[config.mk]
export PLATFORM = sky130hd
export DESIGN_NAME = tile_rom_arbiter
export DESIGN_NICKNAME = d
export VERILOG_FILES = /design/src/rtl/tile_pkg.sv /design/src/rtl/tile_rom_arbiter_rr.sv /design/src/rtl/tile_rom_arbiter.sv
export SDC_FILE = /design/constraint.sdc
export NUM_CORES = 1
export LEC_CHECK = 0
export ABC_AREA = 0
export CORE_UTILIZATION = 39
export CTS_BUF_LIST = sky130_fd_sc_hd__clkbuf_8
export DETAILED_ROUTE_END_ITERATION = 6
export GPL_TIMING_DRIVEN = 0
export PLACE_DENSITY = 0.88
export SLEW_MARGIN = 25
export SYNTH_ARGS = -nofsm -noshare
export SYNTH_HDL_FRONTEND = slang
export SYNTH_SLANG_ARGS = --single-unit
[constraint.sdc]
create_clock -name clk -period 2.9 [get_ports clk]
set_input_delay 0.29 -clock clk [delete_from_list [all_inputs] [get_ports clk]]
set_output_delay 0.29 -clock clk [all_outputs]
set_load 0.1 [all_outputs]
[src/rtl/tile_pkg.sv]
// -----------------------------------------------------------------------------
// tile_pkg
// Shared types and helpers for the tile ROM arbiter slice.
//   TILE_DIM     : tile edge length in texels (16x16 tile)
//   tile_coord_t : 4-bit row/column coordinate inside a tile
//   pixel_t      : 12-bit {R,G,B} texel, 4 bits per channel
//   tile_addr_t  : packed {row, col} pair as presented to the ROM
//   wrap_add     : (base + step) folded back into 0..n-1, without relying on
//                  ID-width overflow so non-power-of-two counts wrap correctly
// -----------------------------------------------------------------------------
package tile_pkg;

   localparam int TILE_DIM = 16;
   localparam int COORD_W  = $clog2(TILE_DIM);
   localparam int PIXEL_W  = 12;

   typedef logic [COORD_W-1:0] tile_coord_t;
   typedef logic [PIXEL_W-1:0] pixel_t;

   typedef struct packed {
      tile_coord_t row;
      tile_coord_t col;
   } tile_addr_t;

   // Modular add for requester indices; base and step are both below n.
   function automatic int wrap_add(input int base, input int step, input int n);
      int sum;
      sum = base + step;
      if (sum >= n) begin
         sum = sum - n;
      end else begin
         sum = sum + 0;
      end
      return sum;
   endfunction

endpackage

[src/rtl/tile_rom_arbiter_rr.sv]
// -----------------------------------------------------------------------------
// rr_arbiter
// Purely combinational round-robin selector. Searches req starting at ptr and
// wrapping at N-1 -> 0; the first set bit wins. The pointer register itself
// lives in the parent so this block carries no state.
// Ports:
//   req       in  N    request vector
//   ptr       in  IW   index searched first (must be < N)
//   grant     out N    one-hot grant, zero when no request
//   grant_idx out IW   index of the granted requester (0 when none)
//   any_grant out 1    some requester was granted
// -----------------------------------------------------------------------------
module rr_arbiter
   import tile_pkg::*;
#(
   parameter  int N  = 4,
   localparam int IW = $clog2(N)
) (
   input  logic [N-1:0]  req,
   input  logic [IW-1:0] ptr,
   output logic [N-1:0]  grant,
   output logic [IW-1:0] grant_idx,
   output logic          any_grant
);

   logic [IW-1:0] cand;
   logic          hit;

   // Walk the requesters in priority order from ptr; latch the first hit only.
   always_comb begin
      grant     = '0;
      grant_idx = '0;
      any_grant = 1'b0;
      cand      = '0;
      hit       = 1'b0;
      for (int k = 0; k < N; k++) begin
         cand = IW'(wrap_add(int'(ptr), k, N));
         hit  = !any_grant && req[cand];
         if (hit) begin
            grant[cand] = 1'b1;
            grant_idx   = cand;
            any_grant   = 1'b1;
         end else begin
            any_grant   = any_grant;
         end
      end
   end

endmodule

[src/rtl/tile_rom_arbiter.sv]
// -----------------------------------------------------------------------------
// tile_rom_arbiter
// Shares one combinational tile ROM among N_REQ pixel requesters. One lookup
// is accepted per clock (round-robin), the ROM address is registered in the
// address stage, the ROM data is registered in the data stage, and the result
// is returned with a one-hot tag exactly two clocks after acceptance.
// Ports:
//   clk        in   1          rising-edge clock
//   reset      in   1          synchronous, active-high reset
//   req_valid  in   N_REQ      per-requester lookup request
//   req_row    in   4*N_REQ    requester i row in bits [4i+3:4i]
//   req_col    in   4*N_REQ    requester i col in bits [4i+3:4i]
//   req_ready  out  N_REQ      one-hot grant (combinational), 0 during reset
//   rom_row    out  4          registered ROM row address
//   rom_col    out  4          registered ROM col address
//   rom_rgb    in   12         ROM data, combinational from rom_row/rom_col
//   rsp_valid  out  N_REQ      one-hot, single-cycle response tag
//   rsp_rgb    out  12         pixel data qualifying rsp_valid
//   busy       out  1          a lookup is in either pipeline stage
// -----------------------------------------------------------------------------
module tile_rom_arbiter
   import tile_pkg::*;
#(
   parameter  int N_REQ = 4,
   localparam int ID_W  = $clog2(N_REQ)
) (
   input  logic                 clk,
   input  logic                 reset,
   input  logic [N_REQ-1:0]     req_valid,
   input  logic [4*N_REQ-1:0]   req_row,
   input  logic [4*N_REQ-1:0]   req_col,
   output logic [N_REQ-1:0]     req_ready,
   output tile_coord_t          rom_row,
   output tile_coord_t          rom_col,
   input  pixel_t               rom_rgb,
   output logic [N_REQ-1:0]     rsp_valid,
   output pixel_t               rsp_rgb,
   output logic                 busy
);

   // Arbitration state and combinational results
   logic [ID_W-1:0]  rr_ptr;
   logic [ID_W-1:0]  next_ptr;
   logic [N_REQ-1:0] grant;
   logic [ID_W-1:0]  grant_idx;
   logic             any_grant;
   logic             accept;
   tile_coord_t      sel_row;
   tile_coord_t      sel_col;

   // Pipeline registers. The one-hot rsp_valid register doubles as the
   // stage-2 requester tag, so no separate encoded stage-2 id is kept.
   logic             s1_valid;
   logic [ID_W-1:0]  s1_id;
   logic             s2_valid;
   logic [N_REQ-1:0] rsp_next;

   rr_arbiter #(
      .N (N_REQ)
   ) u_rr (
      .req       (req_valid),
      .ptr       (rr_ptr),
      .grant     (grant),
      .grant_idx (grant_idx),
      .any_grant (any_grant)
   );

   // Grant qualification: nothing is accepted while reset is asserted.
   always_comb begin
      req_ready = '0;
      accept    = 1'b0;
      if (reset) begin
         req_ready = '0;
         accept    = 1'b0;
      end else begin
         req_ready = grant;
         accept    = any_grant;
      end
   end

   // Pointer advance with an explicit wrap so N_REQ need not be a power of two.
   always_comb begin
      next_ptr = '0;
      if (grant_idx == ID_W'(N_REQ - 1)) begin
         next_ptr = '0;
      end else begin
         next_ptr = grant_idx + ID_W'(1);
      end
   end

   // Select the granted requester's coordinates from the packed input buses.
   always_comb begin
      sel_row = '0;
      sel_col = '0;
      for (int i = 0; i < N_REQ; i++) begin
         sel_row = (grant_idx == ID_W'(i)) ? req_row[4*i +: 4] : sel_row;
         sel_col = (grant_idx == ID_W'(i)) ? req_col[4*i +: 4] : sel_col;
      end
   end

   // Decode the stage-1 tag into the one-hot response vector for next cycle.
   always_comb begin
      rsp_next = '0;
      for (int i = 0; i < N_REQ; i++) begin
         rsp_next[i] = s1_valid && (s1_id == ID_W'(i));
      end
   end

   // Round-robin pointer: moves past the winner, holds when nobody is granted.
   always_ff @(posedge clk) begin
      if (reset) begin
         rr_ptr <= '0;
      end else if (accept) begin
         rr_ptr <= next_ptr;
      end else begin
         rr_ptr <= rr_ptr;
      end
   end

   // Address stage: capture the accepted lookup. The ROM address holds on idle
   // cycles so the ROM inputs do not toggle needlessly.
   always_ff @(posedge clk) begin
      if (reset) begin
         s1_valid <= 1'b0;
         s1_id    <= '0;
         rom_row  <= '0;
         rom_col  <= '0;
      end else if (accept) begin
         s1_valid <= 1'b1;
         s1_id    <= grant_idx;
         rom_row  <= sel_row;
         rom_col  <= sel_col;
      end else begin
         s1_valid <= 1'b0;
         s1_id    <= s1_id;
         rom_row  <= rom_row;
         rom_col  <= rom_col;
      end
   end

   // Data stage: register ROM data and the tag; data holds when no lookup.
   always_ff @(posedge clk) begin
      if (reset) begin
         s2_valid  <= 1'b0;
         rsp_valid <= '0;
         rsp_rgb   <= '0;
      end else begin
         s2_valid  <= s1_valid;
         rsp_valid <= rsp_next;
         if (s1_valid) begin
            rsp_rgb <= rom_rgb;
         end else begin
            rsp_rgb <= rsp_rgb;
         end
      end
   end

   assign busy = s1_valid | s2_valid;

endmodule

; Word level (Yosys, flattened, before mapping)
; Cells that the tools add are included.
; Widths: inputs -> output; s select.
[classes]
addsub = 8
n_lt_le_gt_ge = 12
n_eq_ne = 6
muxes = 44
bitwise = 4
n_reduce_logical = 16
[ops]
columns = cell, n
row1 = $mux 4, 13
row2 = $mux 2, 9
row3 = $mux 1, 14
row4 = $lt 2x3->1 const B, 4
row5 = $or 4x4->4, 3
row6 = $logic_and 1x1->1, 11
row7 = $ge 3x3->1 const B, 3
row8 = $bmux 1 s2, 4
row9 = $demux 1 s2, 4
row10 = $eq 2x2->1 const B, 4
row11 = $ge 2x1->1 const B, 4
row12 = $sub 2x1->2 const B, 4
row13 = $add 2x2->3 const B, 2
row14 = $eq 2x1->1 const B, 2
row15 = $logic_not 2->1, 2
row16 = $add 2x1->3 const B, 1
row17 = $ge 2x3->1 const B, 1
row18 = $logic_not 1->1, 3
row19 = $add 2x1->2 const B, 1
row20 = $or 1x1->1, 1
[word_totals]
ff_bits = 30
word_cells = 98

; Longest topological paths before layout
; Gate-level depths: netlist of the first run.
[logic_depth]
word_depth = 19
ltp_mapped = 15

; Cells and area by module
; From an unflattened synthesis of the first run, not the netlist that was laid out.
[unflattened]
cells_unflattened = 182
hier_area_um2 = 1762.9
[modules_own_cells]
columns = mod, n_inst, cells_per_inst, area_per_inst_um2, seq_area_each_um2
row1 = tile_rom_arbiter, 1, 137, 1343.8, 600.6
row2 = rr_arbiter, 1, 45, 419.2, 0.0

; Worst setup path before layout of the first run
; OpenSTA, ideal clock, no wires.
[synth_path]
kind = register to output
start = register rr_ptr[0]
end = output req_ready[0]
arrival_ns = 3.344
slack_ns = -0.734
stages_incl_launch_ff = 9
path_buffers = 1
cell_sequence = dfxtp_1 -> buf_6 -> inv_1 -> ha_1 -> mux4_2 -> nor2b_1 -> a22o_1 -> mux2i_1 -> a21oi_1
[synth_between]
elab_chain_len = 15
[synth_rtl]
columns = item, line
row1 = start: declaration, tile_rom_arbiter.sv:42  ; logic [ID_W-1:0] rr_ptr;
row2 = start signal: assignment, tile_rom_arbiter.sv:114  ; rr_ptr <= next_ptr;
row3 = start signal: assignment, tile_rom_arbiter.sv:116  ; rr_ptr <= rr_ptr;
row4 = "parallel branches: the longest is 13 deep, another holds $add 2x1->3", --
row5 = $mux 4 *, tile_rom_arbiter_rr.sv:39  ; if (hit) begin
row6 = $mux 4 *, tile_rom_arbiter.sv:72  ; if (reset) begin
row7 = end: declaration, tile_rom_arbiter.sv:32  ; output logic [N_REQ-1:0] req_ready,
; Every way passes the cells marked *. The select of a mux whose other input is x is not followed.

; Final worst setup path of the first run
[layout_path]
start = register rr_ptr[0]
end = output req_ready[3]
; Same word-level chain as after synthesis.

==> out/metrics.csv, run 1 <==
stage,metric,value,unit
floorplan,io-pin-count,79,
finish,area_delta_synth_final,68.3,%
sta,finalMaxSlewViolations,0,
global_route,grt-ovfl-total,0,
synthesis,syn_area_per_cell,8.73,um^2
run,cap_viol_max_count,0,
drt,firstDrtPassIters,4,
clock_tree,ctsRootBufferMaster,clkbuf_8,
worst_setup_path,cp_max_fo,5,
worst_setup_path,cp_data_arrival_time,2560,ps
finish,diodes,0,
sta,fin_skew,4.51,ps
global_route,grt_usage,21.5,%
pwr,peakVddDrop,0.706,mV
worst_setup_path,end_kind,output pin,
pwr,p_per_area,1130,nW/um^2
sta,fmax,351,MHz
pwr,seq_power_share,17.1,%
clock_tree,clk_pin_slew,60,ps
synthesis,yosysWarningCount,0,
finish,utilization,68.7,%
pwr,combinationalPowerShare,67.5,%
floorplan,die_h,69.7,um
global_route,grt_pass1_vias,1815,
sta,min_period,2850,ps
pwr,internal_power,1.82,mW
floorplan,core,4380,um^2
clock_tree,cts_max_path_buffers,2,
pwr,p_clk_share,15.4,%
synthesis,netlist_instances,205,
clock_tree,cts_tree,yes,
sta,hold_viol,0,
sta,hold-worst-slack,491,ps
place,portBuffers,78,
drt,ant_nets,0,
place,gp_congestion,0.793,
synthesis,ys_ff_latch,30,
floorplan,initial_core_util,40.8,%
global_route,grt_max_degree,11,
worst_setup_path,path_class,reg -> out,
floorplan,fp.dieW,69.7,um
finish,drive_above_1_share,19.3,%
synthesis,synth.top_cells.by_area,"dfxtp_1 34%, mux2i_1 9.0%, ha_1 8.4%",
clock_tree,cts.sink_count,30,
synthesis,synth_nets,267,
sta,relSlewSlack,33.5,%
worst_setup_path,cp-start-kind,flop,
finish,fin_nets,361,
clock_tree,cts_made_buffers,5,
clock_tree,clk_latency,290,ps
worst_setup_path,critPathRequiredTime,2610,ps
sta,worst_slew_pin_slew,995,ps
drt,drcViolationCount,0,
pwr,power,3.41,mW
sta,setup_violations,0,
pwr,p_sw_share,46.7,%
finish,fin_area,3010,um^2
floorplan,fp.dieArea,4860,um^2
drt,drt_wl_total,5.18,mm
drt,routed_via_density,5.30,
global_route,grt_antenna_before_repair,0,
drt,avgRoutedWirePerCell,14.7,um
drt,vias,1866,
outcome,status,"complete, no violations",
synthesis,syn_area,1790,um^2
place,dpl_cell_area,2700,um^2
synthesis,ys_seq_area_share,33.6,%
synthesis,synth.distinct_cells,35,
pwr,p_leak,1.27,nW
sta,fin_crit_sh,98.3,%
clock_tree,postCtsHoldBufs,0,
hold_path,hp-class,reg -> reg,
drt,drt_iter0_markers,91,
synthesis,synth_top_area_cell,dfxtp_1,
pwr,switchingPower,1.59,mW
place,dp.final_hpwl,3.56,mm
clock_tree,htree_levels,2,
synthesis,yosys.area.top_type_share,33.6,%
floorplan,fp-row-count,24,
global_route,grt_pass1_wl,8.34,mm
==> synthesized netlist by cell type <==
cell	number
a21oi_1	25
a22o_1	4
and2_1	1
and3_1	1
and3b_1	1
and4b_1	1
buf_1	4
buf_2	1
buf_6	3
clkbuf_1	7
dfxtp_1	30
ha_1	12
inv_1	4
inv_2	1
mux2_2	1
mux2i_1	16
mux4_2	4
nand2_1	25
nand2b_1	1
nand3b_1	8
nor2_1	24
nor2b_1	3
nor3_1	8
nor3_2	1
nor3b_1	1
nor4_2	1
o211a_1	8
o21ai_0	2
o21ai_1	1
o221ai_1	1
o22ai_1	1
o31a_1	1
o32ai_2	1
or2_2	1
or3_1	1
==> layout by cell type, fill, tap and decap left out, types with 8 or more instances in the layout <==
cell,n
buf_4,13
o211a_1,8
nand2_1,25
mux2i_1,15
ha_1,9
dfxtp_1,28
clkdlybuf4s50_1,69
a21oi_1,20
nor2_1,24
nand3b_1,8
==> stage by stage <==
stage | setup WS [ps] | std cells | TNS [ps]
final | 47.9 | 352 | 0
after global routing | -30.4 | 352 | -84.5
after CTS | 42.1 | 348 | 0
after detailed placement | -814 | 335 | -7100
after global placement | -803 | 335 | -6530
after floorplan | 15.9 | 205 | 0
==> metal layers <==
| layer | part of all wire, % | GRT usage (%) | routed length (um) | vias to the layer above |
|---|---|---|---|---|
| met2 | 50 | 36.2 | 2570 | 67 |
| li1 | - | - | - | 906 |
| met1 | 43 | 26.3 | 2210 | 880 |
| met4 | 2.1 | 7.56 | 109 | 0 |
| met5 | 0 | 0 | 0 | - |
| met3 | 5.7 | 5.67 | 296 | 13 |
==> final timing paths <==
kind | start | endpoint | slack (ps) | cells past startpoint
max | rr_ptr[0] | req_ready[3] | 50 | 9
min | rom_col[3] | rom_col[3] | 490 | 2
max reg2reg | rr_ptr[0] | rom_row[2] | 140 | 13
min reg2reg | rom_col[3] | rom_col[3] | 490 | 2
==> worst max-delay path, stage by stage (launching register included) <==
cell and delay, ps:
dfxtp_4 390, clkinvlp_4 120, ha_4 300, mux4_2 390, buf_4 180, nor3_2 190, and2_4 200, nand2_1 110
a21oi_4 190, buf_12 200
==> power by group through the flow <==
stage | clock [mW] | combinational, mW | sequential (mW)
floorplan | 0 | 1.18 | 0.973
global placement | 0 | 1.98 | 0.574
detailed placement | 0 | 2.01 | 0.580
CTS | 0.530 | 2.18 | 0.580
global route | 0.551 | 2.46 | 0.595
finish | 0.524 | 2.30 | 0.583
==> state kept, by name, summed over array words and instances, names as in the netlist <==
register / cells
rr_ptr: 2
rsp_rgb: 12
s2_valid: 1
s1_valid: 1
rom_row: 4
rsp_valid: 4
s1_id: 2
rom_col: 4
==> cell families (layout without fill, tap and decap cells) <==
group / Yosys count / count (layout) / share of synthesized area, %
muxes: 21 / 21 / 14.6
and+or+nand+nor: 78 / 78 / 21.4
buffers and inverters: 20 / 115 / 5.52
AOI/OAI and AO/OA: 44 / 44 / 16.5
adders and majority gates: 12 / 12 / 8.39
DFF: 30 / 30 / 33.6
==> cell type report <==
cell class | count | area [um^2]
repair buffers | 91 | 913
multi-input cells | 155 | 1190
inverters | 5 | 22.5
fillers | 338 | 1370
flip-flops and latches | 30 | 608
clock buffers | 6 | 82.6
plain buffers | 11 | 71.3
clock inverters | 2 | 60.1
well taps | 52 | 65.1
==> timing repair <==
item                       CTS  global route
hold endpoints to repair     0             0
buffers inserted             9             4
setup endpoints to repair   14             9
pin swaps                    1             4
gates resized for setup     44            15
cloned                       0             0
No activity file was read; power rests on OpenSTA's default activity.
==> run 2: changes to the inputs <==
--- a/config.mk
+++ b/config.mk
@@ -6,6 +6,7 @@
 export NUM_CORES = 1
 export LEC_CHECK = 0
 export ABC_AREA = 0
+export CORE_MARGIN = 3
 export CORE_UTILIZATION = 39
 export CTS_BUF_LIST = sky130_fd_sc_hd__clkbuf_8
 export DETAILED_ROUTE_END_ITERATION = 6
==> run 2 against run 1 <==
  * Global-route usage fell by 2.9 points
  * Critical path depth did not move
  * Final cell count rose by 3.1%
  * Via count rose by 2.3%
  * Sequential power barely moved
  * Largest power group unchanged
==> out/metrics.csv, run 2 (synthesis results as in run 1) <==
stage,metric,value,unit,change
outcome,status,"complete, no violations",,
sta,fmax,347,MHz,-1.2%
drt,avgRoutedWirePerCell,15.5,um,+5.4%
place,dp.final_hpwl,3.88,mm,+9.1%
pwr,peakVddDrop,0.766,mV,+8.6%
worst_setup_path,crit_family,buffers and inverters,,
clock_tree,cts_max_path_buffers,2,,unchanged
sta,min_period,2890,ps,+33.3 ps
worst_setup_path,critPathRequiredTime,2610,ps,about the same
place,dpl_cell_area,2700,um^2,unchanged
pwr,combinationalPowerShare,74.3,%,+6.8 points
finish,top_register,rsp_rgb,,
worst_setup_path,end_kind,output pin,,
sta,finalMaxSlewViolations,0,,unchanged
worst_setup_path,cp-start-kind,flop,,
finish,diodes,0,,unchanged
pwr,internal_power,1.75,mW,-3.6%
global_route,grt_pass1_wl,7.82,mm,-6.3%
finish,final_cell_mix,"70 x clkdlybuf4s50_1, 28 x dfxtp_1, 25 x nand2_1, 24 x nor2_1, 23 x buf_4",,
sta,relSlewSlack,32.9,%,-0.50 points
global_route,grt_pass1_vias,1731,,-4.6%
floorplan,fp-row-count,24,,unchanged
clock_tree,cts.sink_count,30,,unchanged
place,portBuffers,78,,unchanged
worst_setup_path,cpPeakStageDelay,410,ps,+20 ps
floorplan,die_h,73.7,um,+5.7%
drt,routed_via_density,5.26,,-0.85%
worst_setup_path,critPathSlowestCell,dfxtp_4,,
clock_tree,htree_levels,2,,unchanged
sta,hold-worst-slack,497,ps,+5.79 ps
clock_tree,clk_latency,270,ps,-20 ps
finish,fin_nets,373,,+3.3%
finish,area_delta_synth_final,73.7,%,
drt,ant_nets,0,,unchanged
drt,drcViolationCount,0,,unchanged
drt,vias,1908,,+2.3%
finish,largest_reg_flops,12,,unchanged
global_route,grt_usage,18.6,%,-2.9 points
pwr,p_leak,1.31,nW,+2.9%
sta,hold_viol,0,,unchanged
clock_tree,cts_made_buffers,5,,unchanged
worst_setup_path,cp_max_fo,6,,+1
sta,fin_crit_sh,99.5,%,+1.1 points
worst_setup_path,critPathBufInv,4,,+1
pwr,switchingPower,1.67,mW,+5.1%
worst_setup_path,cp_data_arrival_time,2600,ps,+40 ps
pwr,p_per_area,1100,nW/um^2,-2.6%
floorplan,fp.dieW,73.7,um,+5.7%
clock_tree,ctsRootBufferMaster,clkbuf_8,,
drt,drt_iter0_markers,57,,-37%
hold_path,hp-class,reg -> reg,,
sta,fin_skew,2.69,ps,-1.82 ps
global_route,grt_antenna_before_repair,0,,unchanged
clock_tree,clk_pin_slew,60,ps,about the same
floorplan,core,4380,um^2,unchanged
worst_setup_path,path_cells,"clkinvlp_4, ha_4, mux4_2, buf_6, buf_4, a22o_1, mux2i_1, a21oi_4, buf_8",,
run,cap_viol_max_count,0,,unchanged
pwr,p_sw_share,48.8,%,+2.1 points
global_route,grt-ovfl-total,0,,unchanged
sta,setup_violations,0,,unchanged
sta,worst_slew_pin_slew,1000,ps,+7.54 ps
floorplan,fp.dieArea,5440,um^2,+12%
pwr,seq_power_share,17.0,%,about the same
drt,firstDrtPassIters,4,,unchanged
floorplan,initial_core_util,40.8,%,unchanged
finish,final_common_cell,clkdlybuf4s50_1,,
place,gp_congestion,0.797,,+0.44%
global_route,grt_max_degree,11,,unchanged
pwr,p_clk_share,8.7,%,-6.7 points
clock_tree,cts_tree,yes,,
finish,drive_above_1_share,25.4,%,+6.1 points
worst_setup_path,path_class,reg -> out,,
drt,drt_wl_total,5.63,mm,+8.7%
floorplan,io-pin-count,79,,unchanged
finish,fin_area,3110,um^2,+3.2%
run 2: changes by cell type in the layout (fill, tap and decap cells not counted), moves of 5 or more:
cell     delta
nor3_2      +5
a21oi_2     +5
a21oi_1     -5
nor3_1      -5
buf_4      +10
run 2: worst paths after layout:
path / cells past startpoint / slack [ps] / start / endpoint
max reg2reg: 13 / 80 / rr_ptr[0] / rom_row[2]
min: 2 / 500 / rsp_rgb[5] / rsp_rgb[5]
max: 9 / 10 / rr_ptr[0] / req_ready[0]
min reg2reg: 2 / 500 / rsp_rgb[5] / rsp_rgb[5]
run 2: timing repair:
item	4_1_cts	5_1_grt
resized for setup	47	27
gates cloned	0	0
pin swaps	1	5
endpoints found under the setup margin	14	12
buffers inserted	7	18
hold buffers	0	0
run 2: through the flow:
stage / setup WS [ps] / power, mW / cells / util [%] / setup TNS [ps]
final: 14.6 / 3.42 / 363 / 70.9 / 0
after global routing: -51.6 / 3.61 / 363 / 70.9 / -250
after CTS: -23.1 / 3.11 / 346 / 65.9 / -50.8
after detailed placement: -788 / 2.61 / 335 / 61.5 / -7010
after global placement: -779 / 2.56 / 335 / 61.5 / -6390
after floorplan: 15.9 / 2.15 / 205 / - / 0
run 2: per-layer routing:
| layer | vias to the layer above | global-route usage (%) | share of wire, % |
|---|---|---|---|
| li1 | 929 | - | - |
| met1 | 896 | 21.8 | 41 |
| met2 | 66 | 33.8 | 51 |
| met3 | 17 | 3.15 | 6.1 |
| met4 | 0 | 6.24 | 2.8 |
| met5 | - | 0 | 0 |
run 2: final cells by class:
class / instances / area (um^2)
clock buffers: 5 / 68.8
inverters: 5 / 26.3
repair buffers: 103 / 1020
well taps: 52 / 65.1
multi-input cells: 155 / 1240
clock inverters: 2 / 7.51
plain buffers: 11 / 80.1
fillers: 323 / 1280
flip-flops and latches: 30 / 608
run 2: worst min-delay path: cells and delay by family (launching register included):
family	cells	cell delay (ps)
flops	1	330
simple gates	1	70
mux	1	60
run 2: power groups by stage:
stage	Clock, mW	Sequential (mW)	Combinational [mW]
6_report	0.298	0.581	2.55
5_1_grt	0.319	0.591	2.70
4_1_cts	0.300	0.578	2.23
3_5_place_dp	0	0.578	2.03
3_3_place_gp	0	0.573	1.99
2_1_floorplan	0	0.973	1.18
==> run 3: changes to the inputs <==
--- a/config.mk
+++ b/config.mk
@@ -11,7 +11,7 @@
 export CTS_BUF_LIST = sky130_fd_sc_hd__clkbuf_8
 export DETAILED_ROUTE_END_ITERATION = 6
 export GPL_TIMING_DRIVEN = 0
-export PLACE_DENSITY = 0.88
+export PLACE_DENSITY = 0.75
 export SLEW_MARGIN = 25
 export SYNTH_ARGS = -nofsm -noshare
 export SYNTH_HDL_FRONTEND = slang
==> run 3 against run 2 <==
  * Die area stayed put
  * Sequential share of layout area is 0.62 points higher
  * Final cell count fell by 2.5%
  * Sequential power about the same
  * Critical path type unchanged
  * Critical path depth did not move
  * Clock power rose by 11%
  * Power shrank 3.9%
==> out/metrics.csv, run 3 (synthesis results as in run 1) <==
stage,metric,value,unit,change
outcome,status,"complete, no violations",,
worst_setup_path,end_kind,output pin,,
global_route,grt_pass1_wl,7.39,mm,-5.5%
worst_setup_path,path_class,reg -> out,,
drt,drt_iter0_markers,76,,+33%
drt,firstDrtPassIters,4,,unchanged
sta,setup_violations,0,,unchanged
global_route,grt_max_degree,11,,unchanged
clock_tree,cts.sink_count,30,,unchanged
worst_setup_path,cpPeakStageDelay,400,ps,about the same
worst_setup_path,cp_data_arrival_time,2510,ps,-90 ps
clock_tree,cts_max_path_buffers,2,,unchanged
finish,fin_area,3010,um^2,-3.1%
finish,utilization,68.7,%,-2.2 points
floorplan,fp-row-count,24,,unchanged
pwr,power,3.29,mW,-3.9%
worst_setup_path,crit_family,buffers and inverters,,
clock_tree,ctsRootBufferMaster,clkbuf_8,,
finish,diodes,0,,unchanged
finish,multi_input_area,1210,um^2,-1.8%
finish,final_cell_mix,"69 x clkdlybuf4s50_1, 28 x dfxtp_1, 25 x nand2_1, 24 x nor2_1, 18 x a21oi_1",,
sta,finalMaxSlewViolations,0,,unchanged
sta,setup_tns,0,ps,unchanged
finish,top_register,rsp_rgb,,
finish,seqCellArea,608,um^2,unchanged
finish,fin_nets,363,,-2.7%
place,dp_worst_setup_slack,-818,ps,-30.0 ps
floorplan,fp.dieArea,5440,um^2,unchanged
drt,vias,1778,,-6.8%
global_route,grt_antenna_before_repair,0,,unchanged
sta,fin_crit_sh,96.7,%,-2.8 points
hold_path,min_path_cells,2,,unchanged
worst_setup_path,critPathSlowestCell,dfxtp_4,,
finish,largest_reg_flops,12,,unchanged
place,gp_congestion,0.785,,-1.5%
clock_tree,cts_made_buffers,5,,unchanged
drt,avgRoutedWirePerCell,13.7,um,-12%
floorplan,core,4380,um^2,unchanged
finish,instances_no_fill,354,,-2.5%
drt,drcViolationCount,0,,unchanged
place,dpl_cell_area,2700,um^2,unchanged
clock_tree,htree_levels,2,,unchanged
drt,routed_via_density,5.02,,-4.4%
worst_setup_path,critPathRequiredTime,2610,ps,about the same
sta,relSlewSlack,33.3,%,+0.31 points
sta,hold_viol,0,,unchanged
finish,final_common_cell,clkdlybuf4s50_1,,
worst_setup_path,critPathBufInv,3,,-1
floorplan,initial_core_util,40.8,%,unchanged
floorplan,fp.dieW,73.7,um,unchanged
pwr,p_per_area,1090,nW/um^2,-0.86%
sta,fin_skew,3.90,ps,+1.20 ps
sta,min_period,2800,ps,-81.0 ps
drt,drt_wl_total,4.85,mm,-14%
worst_setup_path,path_cells,"clkinvlp_4, ha_4, mux4_2, buf_4, nor3_4, and2_4, nand2_1, a21oi_4, buf_8",,
place,dp.final_hpwl,3.55,mm,-8.4%
worst_setup_path,cp-start-kind,flop,,
floorplan,io-pin-count,79,,unchanged
global_route,grt-ovfl-total,0,,unchanged
worst_setup_path,cp.depth,9,,unchanged
clock_tree,clk_latency,270,ps,about the same
worst_setup_path,r2r_cells,13,,unchanged
sta,fmax,357,MHz,+2.9%
pwr,p_leak,1.27,nW,-2.6%
global_route,grt_pass1_vias,1676,,-3.2%
clock_tree,postCtsHoldBufs,0,,unchanged
run,cap_viol_max_count,0,,unchanged
pwr,peakVddDrop,0.608,mV,-21%
sta,hold-worst-slack,483,ps,-14.6 ps
drt,ant_nets,0,,unchanged
place,portBuffers,78,,unchanged
sta,layout_setup_ws,95.7,ps,+81.0 ps
finish,area_delta_synth_final,68.4,%,
floorplan,die_h,73.7,um,unchanged
clock_tree,clk_pin_slew,60,ps,about the same
sta,worst_slew_pin_slew,998,ps,-4.60 ps
hold_path,hp-class,reg -> reg,,
worst_setup_path,cp_max_fo,5,,-1
place,dp_cells,335,,unchanged
global_route,grt_usage,17.4,%,-1.2 points
finish,nFillCells,358,,+11%
finish,drive_above_1_share,20.2,%,-5.2 points
clock_tree,cts_tree,yes,,
[run 3: cell types whose count changed in the layout (fill, tap and decap cells not counted), sizes merged]
| cell | before | now |
|---|---|---|
| buf | 36 | 27 |
| clkdlybuf4s50 | 70 | 69 |
| clkinv | 0 | 1 |
| clkinvlp | 2 | 1 |
| dlymetal6s2s | 3 | 4 |
[run 3: repair_timing]
| item | CTS | global route |
|---|---|---|
| pin swaps | 1 | 4 |
| resized for setup | 42 | 25 |
| setup buffers | 10 | 6 |
| setup endpoints to repair | 14 | 12 |
[run 3: layout make-up]
cell class / count / share of cell area [%]
Multi-Input combinational cell: 155 / 40.3
Timing Repair Buffer: 94 / 31.4
Sequential cell: 30 / 20.2
Clock buffer: 6 / 2.74
Buffer: 10 / 2.16
Tap cell: 52 / 2.16
Inverter: 5 / 0.748
Clock inverter: 2 / 0.291
[run 3: worst reg2reg max path, stage by stage (launching register included)]
cell and delay (ps):
dfxtp_4 400, clkinvlp_4 130, ha_4 300, mux4_2 370
a21oi_2 160, o31a_1 270, inv_2 100, ha_4 190
buf_4 130, nand3b_1 140, a21oi_1 150, a21oi_1 60
o211a_1 210, nor3_1 110
[run 3: worst paths after layout]
kind,start,to,slack (ps)
max reg2reg,rr_ptr[0],rom_col[0],110
min reg2reg,s1_id[0],rsp_valid[1],480
max,rr_ptr[0],req_ready[3],100
min,s1_id[0],rsp_valid[1],480
[run 3: metal layers]
metal	vias to the layer above	share of wire, %	track usage, %
met4	0	1.1	6.84
met1	823	41	19.7
met5	-	0	0
met3	7	4.9	2.87
li1	909	-	-
met2	39	53	31.9
[run 3: report_power, final]
group / internal, mW / total (mW) / switching [mW]
Clock: 0.187 / 0.332 / 0.144
Sequential: 0.509 / 0.579 / 0.0704
Combinational: 1.00 / 2.38 / 1.38
